### config.mk
export PLATFORM = sky130hd
export DESIGN_NAME = seq_lock
export DESIGN_NICKNAME = d
export VERILOG_FILES = /design/src/rtl/seq_lock_pkg.sv /design/src/rtl/seq_lock_timer.sv /design/src/rtl/seq_lock.sv
export SDC_FILE = /design/constraint.sdc
export NUM_CORES = 1
export LEC_CHECK = 0
export CAP_MARGIN = 20
export CELL_PAD_IN_SITES_DETAIL_PLACEMENT = 0
export CELL_PAD_IN_SITES_GLOBAL_PLACEMENT = 2
export CORE_MARGIN = 2
export CORE_UTILIZATION = 34
export CTS_BUF_LIST = sky130_fd_sc_hd__clkbuf_8
export CTS_CLUSTER_DIAMETER = 100
export CTS_CLUSTER_SIZE = 20
export DETAILED_ROUTE_END_ITERATION = 6
export MAX_ROUTING_LAYER = met4
export PLACE_DENSITY = 0.91
export REMOVE_ABC_BUFFERS = 1
export SETUP_SLACK_MARGIN = 0.15
export SKIP_LAST_GASP = 1
export SYNTH_ARGS = -nofsm -noshare
export SYNTH_HDL_FRONTEND = slang
export SYNTH_SLANG_ARGS = --single-unit
### constraint.sdc
create_clock -name clk -period 2.9 [get_ports clk]
set_clock_uncertainty 0.05 [all_clocks]
set_input_delay 0.435 -clock clk [delete_from_list [all_inputs] [get_ports clk]]
set_output_delay 0.435 -clock clk [all_outputs]
set_load 0.02 [all_outputs]
### src/rtl/seq_lock_pkg.sv
// Shared types and elaboration helpers for the serial combination lock.
// State encodings are fixed: IDLE=0, UNLOCK=1, LOCKOUT=2; encoding 3 is illegal and recovers to IDLE.
package seq_lock_pkg;

  typedef enum logic [1:0] {
    ST_IDLE    = 2'd0,
    ST_UNLOCK  = 2'd1,
    ST_LOCKOUT = 2'd2
  } lock_state_e;

  function automatic int unsigned max_u(input int unsigned x, input int unsigned y);
    return (x > y) ? x : y;
  endfunction

  // Bits needed to hold the values 0..n, never less than one.
  function automatic int unsigned cnt_width(input int unsigned n);
    return (n < 2) ? 1 : $clog2(n + 1);
  endfunction

endpackage

### src/rtl/seq_lock_timer.sv
// Loadable down-counter shared by the UNLOCK and LOCKOUT states.
// done_o flags the last cycle of the loaded interval (count == 1).
module lock_timer #(
  parameter int unsigned W = 5
) (
  input  logic         clk,
  input  logic         Reset,
  input  logic         load_i,
  input  logic [W-1:0] load_val_i,
  input  logic         dec_i,
  output logic         done_o
);

  logic [W-1:0] cnt_q;
  logic [W-1:0] cnt_d;

  always_comb begin
    cnt_d = cnt_q;
    if (load_i) begin
      cnt_d = load_val_i;
    end else if (dec_i && (cnt_q != '0)) begin
      cnt_d = cnt_q - 1'b1;
    end
  end

  always_ff @(posedge clk) begin
    if (Reset) begin
      cnt_q <= '0;
    end else begin
      cnt_q <= cnt_d;
    end
  end

  assign done_o = (cnt_q == W'(1));

endmodule

### src/rtl/seq_lock.sv
// Serial combination lock: matches a qualified bit stream against a runtime-loadable code,
// pulses unlck for UNLOCK_CYC cycles on success and locks out for LOCKOUT_CYC after MAX_FAIL failures.
module seq_lock
  import seq_lock_pkg::*;
#(
  parameter int unsigned           CODE_LEN    = 5,
  parameter logic [CODE_LEN-1:0]   CODE_RST    = 5'b01011,
  parameter int unsigned           MAX_FAIL    = 3,
  parameter int unsigned           UNLOCK_CYC  = 4,
  parameter int unsigned           LOCKOUT_CYC = 16
) (
  input  logic                             clk,
  input  logic                             Reset,
  input  logic                             a,
  input  logic                             a_vld,
  input  logic                             code_ld,
  input  logic [CODE_LEN-1:0]              code_in,
  output logic                             unlck,
  output logic                             locked_out,
  output logic [$clog2(MAX_FAIL+1)-1:0]    fail_cnt
);

  localparam int unsigned IW = $clog2(CODE_LEN);
  localparam int unsigned FW = $clog2(MAX_FAIL + 1);
  localparam int unsigned TW = cnt_width(max_u(UNLOCK_CYC, LOCKOUT_CYC));
  localparam logic [IW-1:0] LAST_IDX = IW'(CODE_LEN - 1);

  lock_state_e           state_q, state_d;
  logic [IW-1:0]         idx_q, idx_d;
  logic [FW-1:0]         fail_q, fail_d;
  logic [CODE_LEN-1:0]   code_q, code_d;
  logic                  unlck_q, unlck_d;
  logic                  locked_q, locked_d;

  logic                  exp_bit;
  logic [FW-1:0]         fail_inc;
  logic                  tmr_load;
  logic [TW-1:0]         tmr_val;
  logic                  tmr_dec;
  logic                  tmr_done;

  // The code is entered MSB first, so idx counts down from the top bit.
  assign exp_bit  = code_q[LAST_IDX - idx_q];
  assign fail_inc = (fail_q == FW'(MAX_FAIL)) ? fail_q : fail_q + 1'b1;

  lock_timer #(
    .W (TW)
  ) u_timer (
    .clk        (clk),
    .Reset      (Reset),
    .load_i     (tmr_load),
    .load_val_i (tmr_val),
    .dec_i      (tmr_dec),
    .done_o     (tmr_done)
  );

  // State register.
  always_ff @(posedge clk) begin
    if (Reset) begin
      // NOTE: the code register is ordinary state, so it is reset like the rest;
      // a fresh reset must restore CODE_RST rather than keep a stale runtime code.
      state_q  <= ST_IDLE;
      idx_q    <= '0;
      fail_q   <= '0;
      code_q   <= CODE_RST;
      unlck_q  <= 1'b0;
      locked_q <= 1'b0;
    end else begin
      // NOTE: non-blocking assignments so every register samples the pre-edge values.
      state_q  <= state_d;
      idx_q    <= idx_d;
      fail_q   <= fail_d;
      code_q   <= code_d;
      unlck_q  <= unlck_d;
      locked_q <= locked_d;
    end
  end

  // Next-state logic.
  always_comb begin
    // NOTE: every variable gets a default first so no path through the case infers a latch.
    state_d  = state_q;
    idx_d    = idx_q;
    fail_d   = fail_q;
    code_d   = code_q;
    tmr_load = 1'b0;
    tmr_val  = '0;
    tmr_dec  = 1'b0;

    case (state_q)
      ST_IDLE: begin
        if (code_ld) begin
          code_d = code_in;
          idx_d  = '0;
        end else if (a_vld) begin
          if (a == exp_bit) begin
            if (idx_q == LAST_IDX) begin
              state_d  = ST_UNLOCK;
              tmr_load = 1'b1;
              tmr_val  = TW'(UNLOCK_CYC);
              fail_d   = '0;
              idx_d    = '0;
            end else begin
              idx_d = idx_q + 1'b1;
            end
          end else if (idx_q != '0) begin
            fail_d = fail_inc;
            if (fail_inc == FW'(MAX_FAIL)) begin
              state_d  = ST_LOCKOUT;
              tmr_load = 1'b1;
              tmr_val  = TW'(LOCKOUT_CYC);
              idx_d    = '0;
            end else begin
              // The failing bit may itself start a new attempt.
              idx_d = (a == code_q[CODE_LEN-1]) ? IW'(1) : '0;
            end
          end
        end
      end

      ST_UNLOCK: begin
        tmr_dec = 1'b1;
        if (tmr_done) begin
          state_d = ST_IDLE;
          idx_d   = '0;
        end
      end

      ST_LOCKOUT: begin
        tmr_dec = 1'b1;
        if (tmr_done) begin
          state_d = ST_IDLE;
          idx_d   = '0;
          fail_d  = '0;
        end
      end

      default: begin
        state_d = ST_IDLE;
        idx_d   = '0;
      end
    endcase
  end

  // Output decode, taken from the next state so the output flops track state_q exactly.
  always_comb begin
    unlck_d  = (state_d == ST_UNLOCK);
    locked_d = (state_d == ST_LOCKOUT);
  end

  assign unlck      = unlck_q;
  assign locked_out = locked_q;
  assign fail_cnt   = fail_q;

endmodule

==> results of run 1 <==
-- placed cells by master, fill, tap and decap left out, drive strengths merged, types with 3 or more instances in the layout --
master	count
dfxtp	19
clkdlybuf4s50	13
nand2	11
nor2	11
inv	10
ha	10
a21oi	9
mux2i	7
nand2b	6
nand3	5
nor3	5
and3	4
a211o	4
a31oi	4
o21ai	4
and2	4
nor2b	3
clkbuf	3
nor4	3
-- area by class of cell --
class	count	area (sq um)	share of cell area [%]
Multi-Input combinational cell	109	825	55.5
Sequential cell	19	380	25.6
Timing Repair Buffer	15	145	9.76
Tap cell	46	57.6	3.87
Clock buffer	3	41.3	2.78
Inverter	9	33.8	2.27
Clock inverter	1	3.75	0.253
-- layer usage --
layer  up-vias  routed length, um  global-route usage [%]
met4         0                 51                    6.52
met5         -                  0                       -
li1        531                  -                       -
met1       498               1350                    19.3
met3         5                 63                    1.79
met2        20               1160                    22.2
-- kinds of logic (layout without fill, tap and decap cells) --
family / after synthesis / count (layout) / synth area share [%]
simple gates: 55 / 55 / 24.4
compound gates: 33 / 33 / 19.7
flops: 19 / 19 / 31.8
buf+inv: 14 / 28 / 5.02
fa+ha+maj: 10 / 10 / 10.5
mux: 7 / 7 / 5.86
xor+xnor: 3 / 4 / 2.82
-- worst paths after layout --
check / start / to / slack (ns) / depth (start not counted)
setup / recovery: idx_q[1]$_SDFFE_PP0P_ / idx_q[2]$_SDFFE_PP0P_ / 0.37 / 9
hold / removal: code_q[2]$_SDFFE_PP0P_ / code_q[2]$_SDFFE_PP0P_ / 0.41 / 2
setup reg to reg: idx_q[1]$_SDFFE_PP0P_ / idx_q[2]$_SDFFE_PP0P_ / 0.37 / 9
hold reg to reg: code_q[2]$_SDFFE_PP0P_ / code_q[2]$_SDFFE_PP0P_ / 0.41 / 2
-- flip-flops by register name, summed over array words and instances, names as in the netlist --
name / count
locked_out: 1
idx_q: 3
u_timer.cnt_q: 5
state_q: 2
fail_cnt: 2
code_q: 5
unlck: 1
-- tightest hold or removal path, delay by kind of cell, from the launching register on --
family             cells  cell delay, ns
DFF                    1            0.31
AOI/OAI and AO/OA      1            0.06
and+or+nand+nor        1            0.05
-- stage by stage --
stage,cells,instance area [sq um],util (%)
2_1_floorplan,136,1170,-
3_3_place_gp,197,1370,40.8
3_5_place_dp,197,1370,40.8
4_1_cts,201,1430,42.5
5_1_grt,202,1490,44.2
6_report,202,1490,44.2
-- power breakdown --
part,internal (uW),leakage (uW),switching (uW)
Combinational,139,0.000386,165
Sequential,275,0.000155,8.90
Clock,94.3,0.0000269,91.2
-- what timing repair did --
action                                  4_1_cts  5_1_grt
gates resized for setup                       1        6
endpoints found under the setup margin        1        6
hold buffers                                  0        0
gates cloned                                  0        1
==> results.md, run 1 <==
- Outcome: finished, final reports clean
- DRT Wirelength: between 2 and 3 mm
- Setup violators final: 0
- Maxcap violations: 0
- CTS buffer count: 3
- Worst hold path type: flip-flop to flip-flop
- GRT Residual Overflow: 0
- Insertion delay to the later sink of the worst-skew pair: around 0.26 ns
- Core area: 3360 sq um
- Crit-path max FO: 5
- Ys async rst share: 0%
- Rel. slew slack: between 50% and 60%
- Critical Path End Type: flip-flop
- Netlist Area Pre-Place: 1200 sq um
- Die extent in x: around 63 um
- CTS sink count: 19
- Cell Chain, Critical Path: inv_1 -> ha_1 -> mux2i_1 -> o221ai_4 -> xor2_4 -> buf_4 -> a31o_2 -> o21ai_0 -> a21oi_1
- Ant. Diodes: 0
- Via count: 1054
- Final worst slack: about 0.37 ns
- Die Ht: 63.3 um
- Top post-synthesis cells by area: dfxtp_1 32%, ha_1 10%, mux2i_1 5.9%
- Synth Flop Type: dfxtp_1
- CTS max path bufs: 2
- Most common cell in the synthesized netlist: dfxtp_1
- Post-CTS setup buffer count: 0
- Die Footprint: roughly 4000 sq um
- Fill count: about 350
- Hpwl dp: just under 2 mm
- Top cells by count, synth: 19 x dfxtp_1, 11 x nand2_1, 11 x nor2_1
- PwrDens: between 500 and 600 nW/um^2
- Fin Setup TNS: 0 ns
- Cell count after synthesis: 141
- Nets@finish: approximately 180
- Drt via density: around 5.2
- First-pass iteration count of the detailed router: 4
- VDD IR-drop max: 0.000208 V
- Post-placement worst setup slack: roughly 0.17 ns
- CTS root buffer: clkbuf_8
- Initial Util: a little over a third
- Number of global-route vias before repair: slightly above 1000
- IO buf count: 13
- CP required: between 2 and 3 ns
- First-pass GRT wire length: between 4 and 5 mm
- Biggest area consumer among synthesized cells: dfxtp_1
- Startpoint types: flip-flop
- Area Overhead vs Synth: 24.3%
- Crit path DAT: approximately 2.6 ns
- Crit path max-delay cell type: ha_1
- Rows: 21
- Fin. max-slew vios: 0
- Syn Area/Cell: approximately 8.5 sq um
- Largest net degree at the start of global routing: 18
- #FFs+latches synth: 19
- Fin crit share: between 80 and 90%
- DRC: 0
- Share of layout cells above drive strength 1: between 10% and 20%
- Number of antenna-violating nets in the routed design: 0
- EDFF count, synth: 0
- CTS tree: built
- Total power: between 700 and 800 uW
- WP buf/inv: 2
- Clock transition at path regs: ~0.08 ns
- Worst slew pin tran: 0.677 ns
- H-tree Lvls: 1
- Gpl congestion: approximately 0.77
- Top delay family on crit path: compound AO/OA/AOI/OAI gates
- LEAKAGE: ~0.00057 uW
- Ports: 14
- Fin. Hold Viols: 0
- Hold WS: between 0.4 and 0.5 ns
- Area share of the largest cell type after synthesis: a little under a third
- Crit path largest cell delay: 0.41 ns
- Seq/Total Area, Yosys: 31.8%
- Per-cell routed wire length: around 13 um
- Total track usage: approximately 15%
- Initial antenna violation count: 0
- Number of distinct library cells after synthesis: 35
- Unrepaired setup endpoints after global routing: no
- Final min period: 2.53 ns
- Initial DRC Count: 40
- CP Class: flip-flop to flip-flop
- FMAX: between 300 and 400 MHz
- Synth warnings: 0
Note: power is estimated with default switching activity, not from simulation.
==> inputs of run 2 (changes only) <==
- SKIP_LAST_GASP: 1 -> default
==> results of run 2 <==
No change in the layout: final DEF, timing and power equal those of run 1.
